[src/rtl/mem_stage.sv]
// mem_stage: MEM pipeline stage with IDLE/BUSY data-memory handshake, ack timeout and optional MEM_STAGE_ALIGN_CHECK_EN misalignment abort
module mem_stage #(
    parameter int ACK_TIMEOUT = 16
) (
    input  logic        clk,
    input  logic        rst_n,
    input  logic [1:0]  WB,
    input  logic [2:0]  M,
    input  logic [31:0] PC,
    input  logic        zero,
    input  logic [31:0] ALUresult,
    input  logic [31:0] writeData,
    input  logic [4:0]  writeRegister,
    output logic        mem_req,
    output logic        mem_we,
    output logic [31:0] mem_addr,
    output logic [31:0] mem_wdata,
    input  logic [31:0] mem_rdata,
    input  logic        mem_ack,
    output logic        stall,
    output logic        PCSrc,
    output logic [31:0] branch_target,
    output logic [1:0]  WB_output,
    output logic [31:0] readData_output,
    output logic [31:0] ALUresult_output,
    output logic [4:0]  writeRegister_output,
    output logic        mem_err
);
    typedef enum logic {IDLE, BUSY} state_t;
    localparam logic [7:0] LP_LAST = 8'(ACK_TIMEOUT - 1);
    state_t      r_state, w_next;
    logic [7:0]  r_cnt;
    logic        r_mem_req, r_mem_we, r_mem_err;
    logic [31:0] r_mem_addr, r_mem_wdata, r_rdata, r_alu;
    logic [1:0]  r_wb;
    logic [4:0]  r_wreg;
    logic        w_memop, w_misalign, w_busy, w_abort, w_capture, w_hold;
    assign w_memop = M[1] | M[0];
`ifdef MEM_STAGE_ALIGN_CHECK_EN
    assign w_misalign = ALUresult[1:0] != 2'b00;
`else
    assign w_misalign = 1'b0;
`endif
    assign w_busy = r_state == BUSY;
    // w_hold: stay in (or enter) BUSY; a timeout releases the pipeline in its final cycle
    always_comb begin
        w_abort   = w_busy ? (!mem_ack && r_cnt == LP_LAST) : (w_memop && w_misalign);
        w_capture = w_busy ? mem_ack : !w_memop;
        w_hold    = w_busy ? (!mem_ack && !w_abort) : (w_memop && !w_misalign);
        w_next    = w_hold ? BUSY : IDLE;
    end
    always_ff @(posedge clk) begin
        if (!rst_n) r_state <= IDLE;
        else        r_state <= w_next;
    end
    always_ff @(posedge clk) begin
        if (!rst_n) begin
            r_cnt       <= '0;
            r_mem_req   <= 1'b0;
            r_mem_we    <= 1'b0;
            r_mem_addr  <= '0;
            r_mem_wdata <= '0;
            r_mem_err   <= 1'b0;
            r_wb        <= '0;
            r_rdata     <= '0;
            r_alu       <= '0;
            r_wreg      <= '0;
        end else begin
            r_cnt       <= w_busy ? r_cnt + 8'd1 : 8'd0;
            r_mem_req   <= w_hold;
            r_mem_we    <= w_hold & M[0];
            r_mem_addr  <= (!w_busy && w_hold) ? ALUresult : r_mem_addr;
            r_mem_wdata <= (!w_busy && w_hold) ? writeData : r_mem_wdata;
            r_mem_err   <= w_abort;
            r_wb        <= w_capture ? WB : 2'b00;
            r_rdata     <= (w_capture && w_busy && !M[0]) ? mem_rdata : 32'd0;
            r_alu       <= w_capture ? ALUresult : 32'd0;
            r_wreg      <= w_capture ? writeRegister : 5'd0;
        end
    end
    assign stall                = rst_n & w_hold;
    assign PCSrc                = rst_n & M[2] & zero & !stall;
    assign branch_target        = PC;
    assign mem_req              = r_mem_req;
    assign mem_we               = r_mem_we;
    assign mem_addr             = r_mem_addr;
    assign mem_wdata            = r_mem_wdata;
    assign mem_err              = r_mem_err;
    assign WB_output            = r_wb;
    assign readData_output      = r_rdata;
    assign ALUresult_output     = r_alu;
    assign writeRegister_output = r_wreg;
endmodule
[config.mk]
export PLATFORM = sky130hd
export DESIGN_NAME = mem_stage
export DESIGN_NICKNAME = d
export VERILOG_FILES = /design/src/rtl/mem_stage.sv
export SDC_FILE = /design/constraint.sdc
export NUM_CORES = 1
export LEC_CHECK = 0
export ABC_CLOCK_PERIOD_IN_PS = 3100
export CAP_MARGIN = 20
export CORE_AREA = 3 3 122 124
export CTS_CLUSTER_SIZE = 12
export DETAILED_ROUTE_END_ITERATION = 8
export DIE_AREA = 0 0 125 127
export GPL_ROUTABILITY_DRIVEN = 0
export PLACE_DENSITY = 0.77
export SYNTH_ARGS = -nofsm -noshare
export SYNTH_HDL_FRONTEND = slang
export SYNTH_SLANG_ARGS = --single-unit
[constraint.sdc]
create_clock -name clk -period 3.1 [get_ports clk]
set_clock_uncertainty 0.2 [all_clocks]
set_input_delay 0.31 -clock clk [delete_from_list [all_inputs] [get_ports clk]]
set_output_delay 0.31 -clock clk [all_outputs]
set_load 0.005 [all_outputs]
==> results.yml, run 1 <==
clock_network:
  cts_root_buf: "sky130_fd_sc_hd__clkbuf_16"
  cts_buffers: 17
  cts_tree: "done"
  clkLatencyLatePin_ns: 0.40
  sink_count: 146
  cts_repair_resize_count: 0
  holdBufCountCts: 0
  clock_tree.buffer_depth: 2
  htree_levels: 4
  cts_setup_buffers: 0
  clock_slew_at_the_register_clock_pins_of_the_worst_setup_and_hold_paths_ns: 0.06
global_route:
  grt_antenna_before_repair: 0
  wire_length_of_the_first_global_routing_pass_um: 20520
  grtUsageTotal: 0.1660
  grt_max_degree: 66
  grt_pass1_vias: 3727
  grt_overflow: 0
synth:
  synth.yosys.seq_area_share: 0.6082
  synth-main-ff-cell: "sky130_fd_sc_hd__dfxtp_1"
  synthesis.area_per_instance_um2: 9.423
  yosysWarnings: 0
  synth_area_leader_cell: "sky130_fd_sc_hd__dfxtp_1"
  postSynthRegisterBits: 146
  synth.lib_cells_used.distinct: 28
  synth_edf_count: 0
  share_of_synthesized_registers_carrying_an_async_set_or_reset: 0
  yosysTopAreaCellShare: 0.6082
  gate_count_of_the_mapped_netlist: 510
  ranking_of_synthesized_cells_by_area: "sky130_fd_sc_hd__dfxtp_1 61%, sky130_fd_sc_hd__nand2_1 10%, sky130_fd_sc_hd__and2_1 9.4%"
  synthMostInstantiatedCell: "sky130_fd_sc_hd__dfxtp_1"
  commonest_cells_in_the_synthesized_netlist: "146 x sky130_fd_sc_hd__dfxtp_1, 131 x sky130_fd_sc_hd__nand2_1, 72 x sky130_fd_sc_hd__and2_1, 68 x sky130_fd_sc_hd__a21oi_1, 32 x sky130_fd_sc_hd__buf_4"
  post_synth_instance_area_um2: 4806
  syn_nets: 653
timing:
  fmax_mhz: 373.4
  finalHoldViolCount: 0
  rsz0062_at_grt: "false"
  finalCriticalPeriod_ns: 2.678
  timing_max_transition_violations_final: 0
  min_period_over_period: 0.8639
  tns_ns: 0
  tightest_slew_ns: 0.7688
  final-setup-viol-count: 0
  timing.max_slew.rel_slack: 0.4875
  worst_slack_ns: 0.4220
setup_path:
  end_kind: "primary output"
  critical_path.startpoint_type: "flop"
  critical_path_class: "reg -> out"
  worstPathArrival_ns: 2.17
  cp_max_fo: 5
  cp_data_required_time_ns: 2.59
floorplan:
  floorplan.die_area_um2: 15880
  io_pins: 314
  placement_rows: 43
  initial_core_util: 0.3462
  floorplan.die.height_um: 127
  core_um2: 13880
  die_width_um: 125
drt:
  met1Wirelength_um: 5274
  drt-vias-per-instance: 4.376
  num_vias: 3995
  dr.first_iter.drc_count: 222
  met2_wire_length_um: 6712
  detailroute.wirelength.met3_um: 1085
  detail_route.wirelength_um: 13420
  top_signal_layer_used: "met4"
  detailedRoute.firstPassIterationCount: 4
  antenna_left: 0
  remaining_drc_errors: 0
  avgRoutedWirePerCell_um: 14.70
outcome:
  run_status: "completed"
placement:
  placed_cells: 885
  preCtsSetupSlack_ns: 0.4839
  detailedPlacementHpwl_um: 9615
  portBuffers: 249
layout:
  share_of_post_route_cells_with_drive_strength_above_1: 0.05321
  stdcell_count: 913
  syn_to_final_growth_pct: 62.69
  final_util: 0.5633
  antenna_cells: 0
  design.final.nets: 867
hold_path:
  hold_path_class: "in -> reg"
power:
  pwr_density_cell_nw_per_um2: 590.6
  p_leak_nw: 3.007
  max-vdd-ir-drop_v: 0.0003823
job:
  maxCapViolCount: 0
## critical path: stages (launching register included)
cell and delay (ns):
sky130_fd_sc_hd__dfxtp_1 0.37, sky130_fd_sc_hd__ha_1 0.20, sky130_fd_sc_hd__nand3_1 0.15, sky130_fd_sc_hd__nand4bb_1 0.33, sky130_fd_sc_hd__a21oi_1 0.20, sky130_fd_sc_hd__clkdlybuf4s50_1 0.51
## stage by stage
step,instance area [µm²],total power [W],hold WS (ns)
after floorplan,4806,0.002244,0.2299
after global placement,7217,0.002569,0.2412
after detailed placement,7217,0.002576,0.2457
after CTS,7819,0.004687,0.2256
after global routing,7819,0.004806,0.2370
final,7819,0.004618,0.2486
## path summary, 6_finish.rpt
check        cells after the start  slack [ns]     startpoint              endpoint
max                              5        0.42       r_cnt[0]                 PCSrc
min                              3        0.25  writeData[13]         mem_wdata[13]
max reg2reg                      4        1.25        r_state  ALUresult_output[21]
min reg2reg                      2        0.25  mem_wdata[11]         mem_wdata[11]
## per-layer routing
layer | vias up | GRT usage
li1 | 2009 | -
met5 | - | 0
met2 | 158 | 0.2806
met3 | 30 | 0.06773
met4 | 0 | 0.07653
met1 | 1798 | 0.1835
## flip-flops by register name (all words and copies together) (netlist names)
name,flops
r_cnt,8
ALUresult_output,32
mem_err,1
mem_we,1
mem_addr,32
r_state,1
readData_output,32
WB_output,2
writeRegister_output,5
mem_wdata,32
## layout make-up
cell class / instances / area, µm²
Tap cell: 180 / 225.2
Timing Repair Buffer: 255 / 2550
Inverter: 2 / 7.507
Multi-Input combinational cell: 302 / 1511
Sequential cell: 146 / 2923
Clock buffer: 19 / 442.9
Fill cell: 1229 / 6062
Clock inverter: 9 / 158.9
## logic make-up after synthesis
| family | Yosys count | share of synthesized area |
|---|---|---|
| xor gates and xnor gates | 3 | 0.005468 |
| and+or+nand+nor | 224 | 0.2221 |
| DFF | 146 | 0.6082 |
| AOI/OAI and AO/OA | 74 | 0.08097 |
| adders and majority gates | 1 | 0.002603 |
| buffers and inverters | 62 | 0.08071 |
## power breakdown
part	switching (W)	leakage (nW)	total, W	internal [W]
Clock	0.000736	0.291	0.00209	0.00135
Sequential	0.0000374	1.19	0.00200	0.00197
Combinational	0.000199	1.52	0.000525	0.000326
## cell usage in the layout, fill, tap and decap left out, drive strengths merged
cell           Yosys  final
nand2            131    131
nand3              4      4
nand4              1      1
clkinv             0      3
xor2               1      1
or3                4      4
ha                 1      1
nor4               1      1
clkdlybuf4s50      0    249
bufinv             0      4
o21ai              3      3
a21oi             69     69
xnor2              2      2
nor3               1      1
clkbuf             7     19
and3               3      3
and2              72     72
inv                2      3
and4               1      1
o21bai             1      1
clkinvlp           0      1
buf               53      6
nor2               5      5
nand4bb            1      1
o21ba              1      1
dfxtp            146    146
Note: power is estimated with default switching activity, not from simulation.
==> run 2: changes to the inputs <==
- CTS_CLUSTER_DIAMETER: not set -> 200
==> results of run 2 <==
No change in the layout: final DEF, timing and power equal those of run 1.
==> run 3: changes to the inputs <==
- CTS_CLUSTER_DIAMETER: 200 -> not set
- GPL_ROUTABILITY_DRIVEN: 0 -> not set
==> results of run 3 <==
No change in the layout: final DEF, timing and power equal those of run 1.
